[src/rtl/icache_pkg.sv]
// Shared definitions for the set-associative instruction cache: controller states
// and helpers that derive address field positions from the cache geometry.
package icache_pkg;

  typedef enum logic [1:0] {
    IDLE  = 2'd0,
    BUSY  = 2'd1,
    DRAIN = 2'd2
  } state_t;

  // Address layout: tag | set | word | 2'b00
  function automatic int set_lsb(input int block_w);
    return block_w + 2;
  endfunction

  function automatic int tag_lsb(input int set_w, input int block_w);
    return set_w + block_w + 2;
  endfunction

  function automatic int tag_width(input int set_w, input int block_w);
    return 32 - tag_lsb(set_w, block_w);
  endfunction

  // A single-way cache still carries a 1-bit way index so no vector collapses to zero width.
  function automatic int way_index_width(input int ways);
    return (ways > 1) ? $clog2(ways) : 1;
  endfunction

endpackage

[src/rtl/icache_victim_sel.sv]
// Victim way selection for one set: the lowest-index invalid way wins,
// otherwise the set's round-robin pointer chooses. Purely combinational.
module icache_victim_sel
  import icache_pkg::*;
#(
  parameter int WAYS  = 2,
  parameter int WAY_W = way_index_width(WAYS)
) (
  input  logic [WAYS-1:0]  valid,
  input  logic [WAY_W-1:0] rr,
  output logic [WAY_W-1:0] victim
);

  // Scanning downwards leaves the lowest invalid index as the final assignment.
  always_comb begin
    victim = rr;
    for (int w = WAYS - 1; w >= 0; w--) begin
      if (!valid[w]) begin
        victim = WAY_W'(w);
      end
    end
  end

endmodule

[src/rtl/icache_assoc.sv]
// Set-associative instruction cache between instruction fetch and the memory controller.
// Optional hit/miss counters are compiled in when ICACHE_STATS_EN is defined.
module icache_assoc
  import icache_pkg::*;
#(
  parameter int SET_WIDTH   = 2,
  parameter int WAYS        = 2,
  parameter int BLOCK_WIDTH = 2
) (
  input  logic                            clk_in,
  input  logic                            rst_in,
  input  logic                            rdy_in,
  input  logic                            flush_in,
  input  logic                            IF_query_en,
  input  logic [31:0]                     IF_query_addr,
  output logic                            IF_data_out_en,
  output logic [31:0]                     IF_data_out,
`ifdef ICACHE_STATS_EN
  output logic [31:0]                     stat_hit_cnt,
  output logic [31:0]                     stat_miss_cnt,
`endif
  output logic                            MC_query_en,
  output logic [31:0]                     MC_query_addr,
  input  logic                            MC_data_en,
  input  logic [32*(1<<BLOCK_WIDTH)-1:0]  MC_data
);

  localparam int SETS       = 1 << SET_WIDTH;
  localparam int BLOCK_SIZE = 1 << BLOCK_WIDTH;
  localparam int WAY_W      = way_index_width(WAYS);
  localparam int SET_LSB    = set_lsb(BLOCK_WIDTH);
  localparam int TAG_LSB    = tag_lsb(SET_WIDTH, BLOCK_WIDTH);
  localparam int TAG_W      = tag_width(SET_WIDTH, BLOCK_WIDTH);
  localparam logic [31:0] BLOCK_MASK = ~((32'd1 << SET_LSB) - 32'd1);

  state_t state_q, state_d;

  logic [31:0]      data_q  [SETS][WAYS][BLOCK_SIZE];
  logic [TAG_W-1:0] tag_q   [SETS][WAYS];
  logic [WAYS-1:0]  valid_q [SETS];
  logic [WAY_W-1:0] rr_q    [SETS];

  logic [TAG_W-1:0]       q_tag, m_tag;
  logic [SET_WIDTH-1:0]   q_set, m_set;
  logic [BLOCK_WIDTH-1:0] q_word, m_word;
  logic                   unused_addr_bits;

  logic             hit;
  logic [WAY_W-1:0] hit_way, victim, rr_next;
  logic             do_hit, do_miss, do_fill;

  assign q_tag            = IF_query_addr[31:TAG_LSB];
  assign q_set            = IF_query_addr[TAG_LSB-1:SET_LSB];
  assign q_word           = IF_query_addr[SET_LSB-1:2];
  assign unused_addr_bits = ^IF_query_addr[1:0];

  // All ways of the addressed set are compared at once; at most one can match.
  always_comb begin
    hit     = 1'b0;
    hit_way = '0;
    for (int w = 0; w < WAYS; w++) begin
      if (valid_q[q_set][w] && (tag_q[q_set][w] == q_tag)) begin
        hit     = 1'b1;
        hit_way = WAY_W'(w);
      end
    end
  end

  icache_victim_sel #(
    .WAYS  (WAYS),
    .WAY_W (WAY_W)
  ) u_victim_sel (
    .valid  (valid_q[m_set]),
    .rr     (rr_q[m_set]),
    .victim (victim)
  );

  assign rr_next = (victim == WAY_W'(WAYS - 1)) ? '0 : victim + WAY_W'(1);

  always_ff @(posedge clk_in or negedge rst_in) begin
    if (!rst_in) begin
      state_q <= IDLE;
    end else if (rdy_in) begin
      state_q <= state_d;
    end
  end

  // A flush always wins: it drops an IDLE query and turns a pending fill into a discard.
  always_comb begin
    state_d = state_q;
    do_hit  = 1'b0;
    do_miss = 1'b0;
    do_fill = 1'b0;
    case (state_q)
      IDLE: begin
        if (!flush_in && IF_query_en) begin
          if (hit) begin
            do_hit = 1'b1;
          end else begin
            do_miss = 1'b1;
            state_d = BUSY;
          end
        end
      end
      BUSY: begin
        if (flush_in) begin
          state_d = MC_data_en ? IDLE : DRAIN;
        end else if (MC_data_en) begin
          do_fill = 1'b1;
          state_d = IDLE;
        end
      end
      DRAIN: begin
        if (MC_data_en) begin
          state_d = IDLE;
        end
      end
      default: state_d = IDLE;
    endcase
  end

  always_ff @(posedge clk_in or negedge rst_in) begin
    if (!rst_in) begin
      for (int s = 0; s < SETS; s++) begin
        valid_q[s] <= '0;
        rr_q[s]    <= '0;
      end
      IF_data_out_en <= 1'b0;
      IF_data_out    <= '0;
      MC_query_en    <= 1'b0;
      MC_query_addr  <= '0;
      m_tag          <= '0;
      m_set          <= '0;
      m_word         <= '0;
    end else if (rdy_in) begin
      IF_data_out_en <= do_hit | do_fill;
      if (do_hit) begin
        IF_data_out <= data_q[q_set][hit_way][q_word];
      end else if (do_fill) begin
        IF_data_out <= MC_data[32*m_word +: 32];
      end

      if (do_miss) begin
        MC_query_en   <= 1'b1;
        MC_query_addr <= IF_query_addr & BLOCK_MASK;
        m_tag         <= q_tag;
        m_set         <= q_set;
        m_word        <= q_word;
      end else if (MC_data_en && (state_q != IDLE)) begin
        MC_query_en <= 1'b0;
      end

      if (flush_in) begin
        for (int s = 0; s < SETS; s++) begin
          valid_q[s] <= '0;
        end
      end else if (do_fill) begin
        valid_q[m_set][victim] <= 1'b1;
        rr_q[m_set]            <= rr_next;
      end
    end
  end

  // Line contents need no reset: a line is only ever read while its valid bit is set.
  always_ff @(posedge clk_in) begin
    if (rdy_in && do_fill) begin
      tag_q[m_set][victim] <= m_tag;
      for (int k = 0; k < BLOCK_SIZE; k++) begin
        data_q[m_set][victim][k] <= MC_data[32*k +: 32];
      end
    end
  end

`ifdef ICACHE_STATS_EN
  always_ff @(posedge clk_in or negedge rst_in) begin
    if (!rst_in) begin
      stat_hit_cnt  <= '0;
      stat_miss_cnt <= '0;
    end else if (rdy_in) begin
      if (do_hit) begin
        stat_hit_cnt <= stat_hit_cnt + 32'd1;
      end
      if (do_miss) begin
        stat_miss_cnt <= stat_miss_cnt + 32'd1;
      end
    end
  end
`else
  // Without statistics the cache carries no counters at all.
`endif

endmodule

[config.mk]
export PLATFORM = sky130hd
export DESIGN_NAME = icache_assoc
export DESIGN_NICKNAME = d
export VERILOG_FILES = /design/src/rtl/icache_pkg.sv /design/src/rtl/icache_victim_sel.sv /design/src/rtl/icache_assoc.sv
export SDC_FILE = /design/constraint.sdc
export NUM_CORES = 1
export LEC_CHECK = 0
export CORE_AREA = 5 5 318 320
export CTS_CLUSTER_SIZE = 8
export DETAILED_ROUTE_END_ITERATION = 10
export DIE_AREA = 0 0 323 325
export PLACE_DENSITY = 0.78
export SETUP_SLACK_MARGIN = 0.1
export SLEW_MARGIN = 25
export SYNTH_ARGS = -nofsm -noshare
export SYNTH_HDL_FRONTEND = slang
export SYNTH_SLANG_ARGS = --single-unit
[constraint.sdc]
create_clock -name clk_in -period 23.2 [get_ports clk_in]
set_input_delay 3.48 -clock clk_in [delete_from_list [all_inputs] [get_ports clk_in]]
set_output_delay 3.48 -clock clk_in [all_outputs]
set_load 0.03 [all_outputs]
==> results.py <==
metrics = {
    "status": {
        "status": "complete, no violations",
    },
    "sta": {
        "setup_tns_ns": 0,
        "post-route-period-util_pct": 36.6,
        "finalClockSkew_ns": 0.0238,
        "whs_ns": 0.477,
        "max_freq_mhz": 118,
        "worstMarginPinSlew_ns": 1.12,
        "min_period_ns": 8.49,
        "setup_viol_count_final": 0,
        "slew_violations": 0,
        "relSlewSlack_pct": 25.6,
        "hold_viol_final": 0,
        "rsz0062_at_grt": "false",
    },
    "yosys": {
        "synth_cell_types": 57,
        "synth_edf_count": 1232,
        "synthTopCellsByArea": "edfxtp_1 69%, mux4_2 16%, dfrtp_1 3.7%, nand2_1 3.4%, mux2_2 1.1%",
        "synth.largest_area_cell": "edfxtp_1",
        "synth-seq-cells": 1310,
        "synthCells": 2741,
        "yosysMostFrequentCell": "edfxtp_1",
        "syn_area_mm2": 0.0532,
        "async_reset_ff_share_pct": 5.95,
        "synth.avg_cell_area_um2": 19.4,
        "synth_commonest_cells": "1232 x edfxtp_1, 486 x nand2_1, 373 x mux4_2, 78 x dfrtp_1, 69 x clkbuf_1",
        "seq_area_frac_synth_pct": 73.2,
        "yosysTopAreaCellShare_pct": 69.5,
        "synth_top_flop_cell": "edfxtp_1",
        "ys_warn_count": 0,
    },
    "critical_path": {
        "path_max_fanout": 162,
        "required_ns": 23.82,
        "worstSetupPathType": "input pin to register",
        "worstPathArrival_ns": 9.12,
        "start_kind": "input pin",
        "rr_worst_depth": 10,
        "slowest_delay_ns": 0.75,
        "worst-path-buf-inv": 4,
        "ff2ff_setup_slack_ns": 18.42,
        "slowest_stage": "nand4_4",
        "r2r-start": "tag_q[0][25]",
        "critPathCaptureType": "register",
        "worstReg2RegEnd": "m_tag[20]",
        "path_cells": "buf_8 > buf_12 > mux2_2 > a22oi_1 > nand4_1 > a21oi_1 > nor4b_4 > nand4_4 > buf_4 > nand3b_1 > buf_4 > mux2_2",
        "path_delay_family": "buffers and inverters",
    },
    "detailed_routing": {
        "first_pass_iters": 6,
        "drtIter0Drc": 3278,
        "post_drt_wl_per_cell_um": 28.4,
        "drcViolationCount": 0,
        "routed_wl_mm": 127,
        "vias": 28000,
        "antenna_left": 0,
        "viasPerCell": 6.26,
    },
    "job": {
        "cap_violations": 0,
    },
    "final_layout": {
        "syn2layout_area_growth_pct": 16.7,
        "final_net_count": 3204,
        "drive_gt1_share_pct": 21.9,
    },
    "clock_network": {
        "cts_tree": "done",
        "holdBufCountCts": 0,
        "path_clk_slew_ns": 0.05,
        "clk_root_buffer_cell": "clkbuf_16",
        "post_cts_resized": 0,
        "cts_buffer_depth": 3,
        "clk_latency_ns": 0.76,
        "h-tree-depth": 4,
        "post_cts_buffers": 0,
        "cts_made_buffers": 181,
        "clock-sinks": 1310,
    },
    "hold_path": {
        "min_path_type": "register to register",
        "holdPathStages": 1,
        "whs_endpoint": "IF_data_out[14]",
        "hold_path.startpoint": "IF_data_out[14]",
    },
    "place": {
        "dp_hpwl_mm": 67.5,
        "port_buffers": 225,
        "place_congestion": 0.768,
    },
    "global_route": {
        "antenna_found_initial": 12,
        "grt_max_degree": 163,
        "grt_pass1_wl_mm": 189,
        "grt_pass1_vias": 29900,
        "grt_overflow": 0,
        "grtUsageTotal_pct": 24.3,
    },
    "die": {
        "rows": 115,
        "start_util_pct": 54.4,
        "die_y_um": 325,
        "ioPinCount": 232,
        "dieWidth_um": 323,
        "dieArea_mm2": 0.105,
        "core_area_mm2": 0.0978,
    },
    "pwr": {
        "power.leakage_nw": 20.8,
        "peakVddDrop_mv": 0.0789,
        "p_per_area_mw_per_mm2": 92.1,
    },
}
==> layout by cell type, fill, tap and decap left out, types with 17 or more instances in the layout <==
cell,instances
edfxtp_1,1232
nand2_1,484
mux4_2,373
clkdlybuf4s50_1,220
clkbuf_16,187
clkbuf_1,121
dfrtp_1,76
mux2_2,50
mux2i_1,38
buf_4,33
xnor2_1,29
a21o_1,28
o21ai_0,25
a22o_1,24
a21oi_1,22
nand2b_1,21
inv_1,17
==> final cells by class <==
class,count,area (um^2)
flip-flops and latches,1310,38900
fillers,6425,35700
multi-input cells,1261,13500
clock buffers,308,5130
repair buffers,266,2700
well taps,1287,1610
clock inverters,9,105
inverters,18,67.6
diodes,8,20.0
==> how the worst max path moves through the flow <==
stage | from | depth (start not counted) | to
after floorplan | rdy_in | 4 | data_q[0][0]
after global placement | IF_query_addr[4] | 12 | m_tag[3]
after detailed placement | IF_query_addr[4] | 13 | IF_data_out[21]
after CTS | IF_query_addr[4] | 12 | m_tag[20]
after global routing | IF_query_addr[5] | 12 | m_tag[20]
final | IF_query_addr[5] | 12 | m_tag[20]
==> cells by family after synthesis <==
logic type | after synthesis | share of synthesized area (%)
flops | 1310 | 73.2
simple gates | 606 | 4.90
mux | 461 | 17.6
buf+inv | 173 | 1.64
compound gates | 145 | 2.00
xor+xnor | 45 | 0.740
other cells | 1 | 0.00704
==> state kept, by name, summed over array words and instances, names as in the netlist <==
register	flops
m_tag	26
data_q	1024
valid_q	8
m_set	1
m_word	2
rr_q	4
MC_query_en	1
state_q	2
tag_q	208
MC_query_addr	1
IF_data_out_en	1
IF_data_out	32
==> power breakdown <==
group          leakage [nW]  switching (mW)  total (mW)  internal [mW]
clock network          2.50           0.941        2.42           1.48
logic                  6.23           0.297       0.538          0.241
registers              12.1          0.0738        2.76           2.68
==> per-stage QoR <==
| step | cells | worst slack, ns | instance area (um^2) | power (mW) | utilization (%) |
|---|---|---|---|---|---|
| 6_report | 4467 | 14.71 | 62100 | 5.72 | 63.5 |
| 5_1_grt | 4463 | 14.53 | 62100 | 5.90 | 63.5 |
| 4_1_cts | 4456 | 14.54 | 62000 | 5.76 | 63.3 |
| 3_5_place_dp | 4139 | 13.74 | 56700 | 3.33 | 58.0 |
| 3_3_place_gp | 4139 | 13.80 | 56700 | 3.31 | 58.0 |
| 2_1_floorplan | 2744 | 3.43 | 53200 | 3.10 | - |
==> worst register-to-register path, delay by kind of cell, from the launching register on <==
family	cells	cell delay (ns)
AO/OA/AOI/OAI	2	0.47
XOR/XNOR	1	0.17
buffers and inverters	2	1.19
flip-flops	1	0.37
multiplexers	1	0.44
AND/OR/NAND/NOR	4	2.00
==> metal layers <==
layer,global-route usage (%),vias to the layer above,routed length [um]
met5,0,-,49
li1,-,11700,-
met3,6.05,258,12400
met2,38.8,1552,62300
met4,8.70,8,4040
met1,33.2,14500,48200
Note: power is estimated with default switching activity, not from simulation.
